`src/rtl/mdu_iter.sv`:
```
// mdu_iter: iterative RISC-V M-extension multiply/divide unit with valid/ready request and response.
// Multiplies retire MULBITS bits/cycle by shift-add; divides retire DIVBITS quotient bits/cycle by restoring steps.
module mdu_iter #(
    parameter int XLEN    = 64,
    parameter int MULBITS = 2,
    parameter int DIVBITS = 1
) (
    input  logic            clk,
    input  logic            rst_n,
    input  logic            i_flush,
    input  logic            i_req_valid,
    output logic            o_req_ready,
    input  logic [2:0]      i_funct3,
    input  logic            i_w64,
    input  logic [XLEN-1:0] i_src_a,
    input  logic [XLEN-1:0] i_src_b,
    output logic            o_resp_valid,
    input  logic            i_resp_ready,
    output logic [XLEN-1:0] o_result,
    output logic            o_busy
);
    localparam int CW = $clog2(XLEN);
    typedef enum logic [2:0] {IDLE, PREP, ITER, FIX, DONE} state_t;
    state_t            r_state;
    logic [2:0]        r_funct3;
    logic              r_w64, r_neg, r_neg_rem, r_resp_valid;
    logic [XLEN-1:0]   r_a, r_b, r_y, r_result;
    logic [2*XLEN-1:0] r_acc, r_x;
    logic [CW-1:0]     r_cnt;
    logic              w_div, w_w32, w_sa, w_sb, w_neg_a, w_neg_b, w_b_zero, w_ovf;
    logic [XLEN-1:0]   w_a, w_b, w_mag_a, w_mag_b, w_min, w_q, w_rem, w_quo, w_rmd;
    logic [XLEN-1:0]   w_special, w_raw, w_out, w_fin;
    logic [XLEN:0]     w_sh, w_trial;
    logic [2*XLEN-1:0] w_prod, w_p;
    logic [CW-1:0]     w_n1;
    assign w_div    = r_funct3[2];
    assign w_w32    = (XLEN == 64) && r_w64;
    assign w_sa     = (r_funct3 == 3'b001) || (r_funct3 == 3'b010) || (w_div && !r_funct3[0]);
    assign w_sb     = (r_funct3 == 3'b001) || (w_div && !r_funct3[0]);
    assign w_a      = !w_w32 ? r_a : w_sa ? XLEN'($signed(r_a[31:0])) : XLEN'(r_a[31:0]);
    assign w_b      = !w_w32 ? r_b : w_sb ? XLEN'($signed(r_b[31:0])) : XLEN'(r_b[31:0]);
    assign w_neg_a  = w_sa && w_a[XLEN-1];
    assign w_neg_b  = w_sb && w_b[XLEN-1];
    assign w_mag_a  = w_neg_a ? -w_a : w_a;
    assign w_mag_b  = w_neg_b ? -w_b : w_b;
    assign w_min    = w_w32 ? ~XLEN'(32'h7FFF_FFFF) : {1'b1, {(XLEN-1){1'b0}}};
    assign w_b_zero = w_b == '0;
    assign w_ovf    = w_div && !r_funct3[0] && (w_a == w_min) && (&w_b);
    assign w_n1     = CW'((w_w32 ? 32 : XLEN) / (w_div ? DIVBITS : MULBITS) - 1);
    // Multiplicand in r_x shifts left while the multiplier in r_y shifts right; works for either word width.
    assign w_prod   = r_x * (2*XLEN)'(r_y[MULBITS-1:0]);
    always_comb begin
        w_q     = r_y;
        w_rem   = r_acc[XLEN-1:0];
        w_sh    = '0;
        w_trial = '0;
        for (int i = 0; i < DIVBITS; i++) begin
            w_sh    = {w_rem, w_q[XLEN-1]};
            w_trial = w_sh - {1'b0, r_x[XLEN-1:0]};
            w_q     = {w_q[XLEN-2:0], ~w_trial[XLEN]};
            w_rem   = w_trial[XLEN] ? w_sh[XLEN-1:0] : w_trial[XLEN-1:0];
        end
    end
    assign w_p       = r_neg ? -r_acc : r_acc;
    assign w_quo     = r_neg ? -r_y : r_y;
    assign w_rmd     = r_neg_rem ? -r_acc[XLEN-1:0] : r_acc[XLEN-1:0];
    assign w_raw     = w_div ? (r_funct3[1] ? w_rmd : w_quo)
                     : r_funct3 == 3'b000 ? w_p[XLEN-1:0]
                     : w_w32 ? XLEN'(w_p[63:32]) : w_p[2*XLEN-1:XLEN];
    assign w_special = w_b_zero ? (r_funct3[1] ? w_a : '1) : (r_funct3[1] ? '0 : w_a);
    assign w_out     = r_state == PREP ? w_special : w_raw;
    assign w_fin     = w_w32 ? XLEN'($signed(w_out[31:0])) : w_out;
    always_ff @(posedge clk or negedge rst_n) begin
        if (!rst_n) begin
            r_state      <= IDLE;
            r_funct3     <= '0;
            r_w64        <= 1'b0;
            r_neg        <= 1'b0;
            r_neg_rem    <= 1'b0;
            r_resp_valid <= 1'b0;
            r_a          <= '0;
            r_b          <= '0;
            r_y          <= '0;
            r_result     <= '0;
            r_acc        <= '0;
            r_x          <= '0;
            r_cnt        <= '0;
        end else if (i_flush) begin
            r_state      <= IDLE;
            r_resp_valid <= 1'b0;
        end else begin
            case (r_state)
                IDLE: if (i_req_valid) begin
                    r_funct3 <= i_funct3;
                    r_w64    <= i_w64;
                    r_a      <= i_src_a;
                    r_b      <= i_src_b;
                    r_state  <= PREP;
                end
                PREP: begin
                    r_neg     <= w_neg_a ^ w_neg_b;
                    r_neg_rem <= w_neg_a;
                    r_acc     <= '0;
                    if (w_div && (w_b_zero || w_ovf)) begin
                        r_result     <= w_fin;
                        r_resp_valid <= 1'b1;
                        r_state      <= DONE;
                    end else begin
                        // Dividend is left-aligned so W-type ops retire from bit 31 like full-width ones.
                        r_x     <= (2*XLEN)'(w_div ? w_mag_b : w_mag_a);
                        r_y     <= w_div ? (w_w32 ? w_mag_a << (XLEN-32) : w_mag_a) : w_mag_b;
                        r_cnt   <= w_n1;
                        r_state <= ITER;
                    end
                end
                ITER: begin
                    if (w_div) begin
                        r_y   <= w_q;
                        r_acc <= (2*XLEN)'(w_rem);
                    end else begin
                        r_acc <= r_acc + w_prod;
                        r_x   <= r_x << MULBITS;
                        r_y   <= r_y >> MULBITS;
                    end
                    if (r_cnt == '0) r_state <= FIX;
                    else r_cnt <= r_cnt - 1'b1;
                end
                FIX: begin
                    r_result     <= w_fin;
                    r_resp_valid <= 1'b1;
                    r_state      <= DONE;
                end
                DONE: if (i_resp_ready) begin
                    r_resp_valid <= 1'b0;
                    r_state      <= IDLE;
                end
                default: r_state <= IDLE;
            endcase
        end
    end
    assign o_busy       = r_state != IDLE;
    assign o_req_ready  = r_state == IDLE;
    assign o_resp_valid = r_resp_valid;
    assign o_result     = r_result;
endmodule

```
`config.mk`:
```
export PLATFORM = sky130hd
export DESIGN_NAME = mdu_iter
export DESIGN_NICKNAME = d
export VERILOG_FILES = /design/src/rtl/mdu_iter.sv
export SDC_FILE = /design/constraint.sdc
export NUM_CORES = 2
export LEC_CHECK = 0
export CORE_MARGIN = 2
export CORE_UTILIZATION = 40
export CTS_CLUSTER_DIAMETER = 60
export DETAILED_ROUTE_END_ITERATION = 10
export DONT_BUFFER_PORTS = 1
export PLACE_DENSITY = 0.6
export SETUP_SLACK_MARGIN = 0.1
export SLEW_MARGIN = 10
export SYNTH_ARGS = -nofsm -noshare
export SYNTH_HDL_FRONTEND = slang
export SYNTH_SLANG_ARGS = --single-unit
```
`constraint.sdc`:
```
create_clock -name clk -period 4.9 [get_ports clk]
set_input_delay 0.98 -clock clk [delete_from_list [all_inputs] [get_ports clk]]
set_output_delay 0.98 -clock clk [all_outputs]
set_load 0.01 [all_outputs]
```
==> impl_metrics.yaml <==
outcome:
  outcome: "finished clean"
floorplanning:
  start_util_pct: 40.3
  die-area_sq_um: 134000
  fp.coreArea_sq_um: 130000
  die-width_um: 366
  ioPinCount: 204
  die_y_um: 366
  std_cell_rows: 132
placed_design:
  dp_hpwl_mm: 196
  port_buffers: 0
  gp_congestion: 1.07
timing:
  final_max_slew_viol_count: 0
  maxClockFrequency_mhz: 206
  hold_ws_ns: 0.0346
  slew_headroom_pct: 3.68
  setup_tns_ns: 0
  tightest_slew_ns: 1.44
  setup_viol_count_final: 0
  grt_setup_unrepaired: "yes"
  finalHoldViolations: 0
  final.min_clock_period_ns: 4.85
  final.period_utilization_pct: 99.0
  fin_skew_ns: 0.0505
synth:
  dominant_register_cell_in_the_synthesized_netlist: "sky130_fd_sc_hd__dfrtp_1"
  ys_async_sr_fraction_pct: 100
  avgSynthCellArea_sq_um: 7.70
  yosysTopAreaCell: "sky130_fd_sc_hd__dfrtp_1"
  yosysWarnings: 0
  ys_seq_area_share_pct: 25.3
  synth.top_cells.by_count: "806 x sky130_fd_sc_hd__nand2_1, 589 x sky130_fd_sc_hd__a21oi_1, 528 x sky130_fd_sc_hd__dfrtp_1, 528 x sky130_fd_sc_hd__inv_1, 498 x sky130_fd_sc_hd__o21ai_0"
  synth.area.mux_share_pct: 4.33
  synth_top_cells_by_area: "sky130_fd_sc_hd__dfrtp_1 25%, sky130_fd_sc_hd__nand2_1 5.8%, sky130_fd_sc_hd__xnor2_1 5.8%, sky130_fd_sc_hd__a21oi_1 5.6%, sky130_fd_sc_hd__fa_1 4.9%"
  synth_enable_flop_cells: 0
  synth_cells: 6796
  synth_compound_area_share_pct: 26.9
  post_synth_fa_ha_maj_area_fraction_pct: 9.80
  postSynthRegisterBits: 528
  netlist_area_sq_um: 52300
  yosysUniqueCellTypes: 103
  synth_most_common_cell: "sky130_fd_sc_hd__nand2_1"
  synth_top_area_share_pct: 25.3
  largest_family_of_logic_cells_by_synthesized_area: "compound AO/OA/AOI/OAI gates"
  syn_nets: 7265
  yosys.area_share.xor_xnor_pct: 8.32
  post_synth_and_or_nand_nor_area_fraction_pct: 18.0
route:
  post_drt_wl_per_cell_um: 28.4
  m1WireLength_mm: 102
  dr_wl_met3_mm: 25.5
  dr.first_iter.drc_count: 6772
  post-route-drc-count: 0
  ant_nets: 0
  routed-wl-met2_mm: 111
  vias_per_std_cell: 6.27
  wl_mm: 253
  dr_total_vias: 55900
  detail_route.first_pass.iterations: 6
  route.top_layer_used: "met5"
grt:
  total_grt_overflow: 0
  antenna_found_initial: 10
  grt_pass1_wl_mm: 359
  grt_max_degree: 529
  globalRouteTotalUtil_pct: 36.4
  first_global_vias: 52600
power:
  swShare_pct: 52.6
  clkPwrFrac_pct: 13.8
  power.density_nw_per_um2: 757
  cellLeakagePower_nw: 27.2
  totalPowerFinal_mw: 47.7
  power_frac_comb_pct: 69.5
  total_switching_power_mw: 25.1
  intPower_mw: 22.6
  ir_drop_v: 0.000414
  pwr-share-seq_pct: 16.6
setup_path:
  critical_path_peak_fanout: 7
  rr_startpoint: "r_y[16]"
  rr_worst_depth: 13
  crit_required_ns: 5.50
  crit_path_end_kind: "flop"
  timing.rr.end: "o_result[37]"
  critPathKind: "flop to flop"
  critPathLaunchType: "flop"
  regToRegSetupSlack_ns: 0.05
  critical_path_arrival_ns: 5.45
finish:
  layout_stage_area_growth_over_the_synthesis_result_pct: 20.4
  drive_above_1_share_pct: 17.4
  final_net_count: 7579
cts:
  numCtsBuffers: 83
  tritoncts: "yes"
  holdBufCountCts: 0
  cts_sinks: 528
  worstSkewPairLatency_ns: 0.72
  ctsHtreeMaxLevel: 3
  cts.reportedPaths.clkPinSlew_ns: 0.06
  clk_root_buffer_cell: "sky130_fd_sc_hd__clkbuf_16"
  cts_buffer_depth: 3
hold_path:
  timing.hold.worst.class: "input port to async pin"
flow_run:
  drv.max_cap_violation_count: 0
==> per-stage QoR <==
stage	utilization [%]	area, sq um	instances	worst slack, ns
after floorplan	-	52300	6796	0.130
after global placement	44.7	58000	8715	-0.844
after detailed placement	44.7	58000	8715	-0.804
after CTS	47.3	61300	8872	0.0539
after global routing	48.6	63000	8919	-0.0798
final	48.6	63000	8919	0.0478
==> worst max path at each step <==
stage             from            to
3_3_place_gp    r_y[1]    r_acc[120]
2_1_floorplan   r_y[1]    r_acc[127]
4_1_cts         r_y[0]    r_acc[124]
6_report       r_y[16]  o_result[37]
5_1_grt         r_y[0]     r_acc[92]
3_5_place_dp    r_y[1]    r_acc[120]
==> layout make-up <==
| cell class | instances | area, sq um |
|---|---|---|
| diodes | 1 | 2.50 |
| clock buffers | 103 | 2270 |
| clock inverters | 48 | 744 |
| fillers | 12800 | 66700 |
| inverters | 531 | 1990 |
| multi-input cells | 5259 | 36600 |
| flip-flops and latches | 528 | 13200 |
| well taps | 1742 | 2180 |
| repair buffers | 707 | 5990 |
==> timing repair <==
| item | CTS | global route |
|---|---|---|
| setup buffers | 3 | 32 |
| endpoints found under the setup margin | 47 | 68 |
| gates resized for setup | 40 | 219 |
| pin swaps | 9 | 83 |
| cloned | 3 | 15 |
==> logic make-up (layout without fill, tap and decap cells) <==
logic type | count (synthesis) | in the layout
xor+xnor | 496 | 496
simple gates | 2028 | 2028
flops | 528 | 528
mux | 208 | 208
other cells | 0 | 1
compound gates | 2194 | 2194
fa+ha+maj | 333 | 333
buf+inv | 1009 | 1389
==> metal layers <==
| metal | GRT usage [%] | up-vias |
|---|---|---|
| met3 | 9.86 | 614 |
| li1 | - | 24900 |
| met1 | 46.7 | 27600 |
| met2 | 55.7 | 2791 |
| met5 | 0 | - |
| met4 | 19.0 | 12 |
==> flip-flops by register name, summed over array words and instances (netlist names), 3 cells and up <==
register	cells
r_acc	128
r_b	64
o_result	64
r_a	64
r_state	3
r_cnt	6
r_funct3	3
r_x	128
r_y	64
==> worst max-delay path: stages, from the launching register on <==
cell	delay, ns
sky130_fd_sc_hd__dfrtp_1	0.48
sky130_fd_sc_hd__or4_1	0.68
sky130_fd_sc_hd__or4_1	0.54
sky130_fd_sc_hd__or3_1	0.53
sky130_fd_sc_hd__o31ai_1	0.29
sky130_fd_sc_hd__xor2_1	0.46
sky130_fd_sc_hd__a222oi_1	0.25
sky130_fd_sc_hd__and2_1	0.24
sky130_fd_sc_hd__a31oi_2	0.28
sky130_fd_sc_hd__buf_4	0.23
sky130_fd_sc_hd__nand2_1	0.24
sky130_fd_sc_hd__o311ai_2	0.27
sky130_fd_sc_hd__buf_4	0.20
sky130_fd_sc_hd__nand2_1	0.05
==> layout by cell type, fill, tap and decap left out, types with 127 or more instances in the layout <==
cell type,count
sky130_fd_sc_hd__nand2_1,794
sky130_fd_sc_hd__buf_4,648
sky130_fd_sc_hd__a21oi_1,555
sky130_fd_sc_hd__inv_1,524
sky130_fd_sc_hd__dfrtp_1,521
sky130_fd_sc_hd__nor2_1,472
sky130_fd_sc_hd__o21ai_0,471
sky130_fd_sc_hd__xnor2_1,343
sky130_fd_sc_hd__ha_1,161
sky130_fd_sc_hd__xor2_1,150
sky130_fd_sc_hd__a211oi_1,139
sky130_fd_sc_hd__mux2_2,136
sky130_fd_sc_hd__fa_1,127
==> power groups by stage <==
| stage | Clock, mW | Combinational, mW | Sequential [mW] |
|---|---|---|---|
| after detailed placement | 0 | 29.8 | 7.86 |
| after global routing | 6.83 | 35.0 | 8.01 |
| after CTS | 6.66 | 30.3 | 7.81 |
| after global placement | 0 | 29.7 | 7.86 |
| after floorplan | 0 | 17.6 | 6.97 |
| final | 6.60 | 33.1 | 7.93 |
Power figures use the tool's default switching activity.
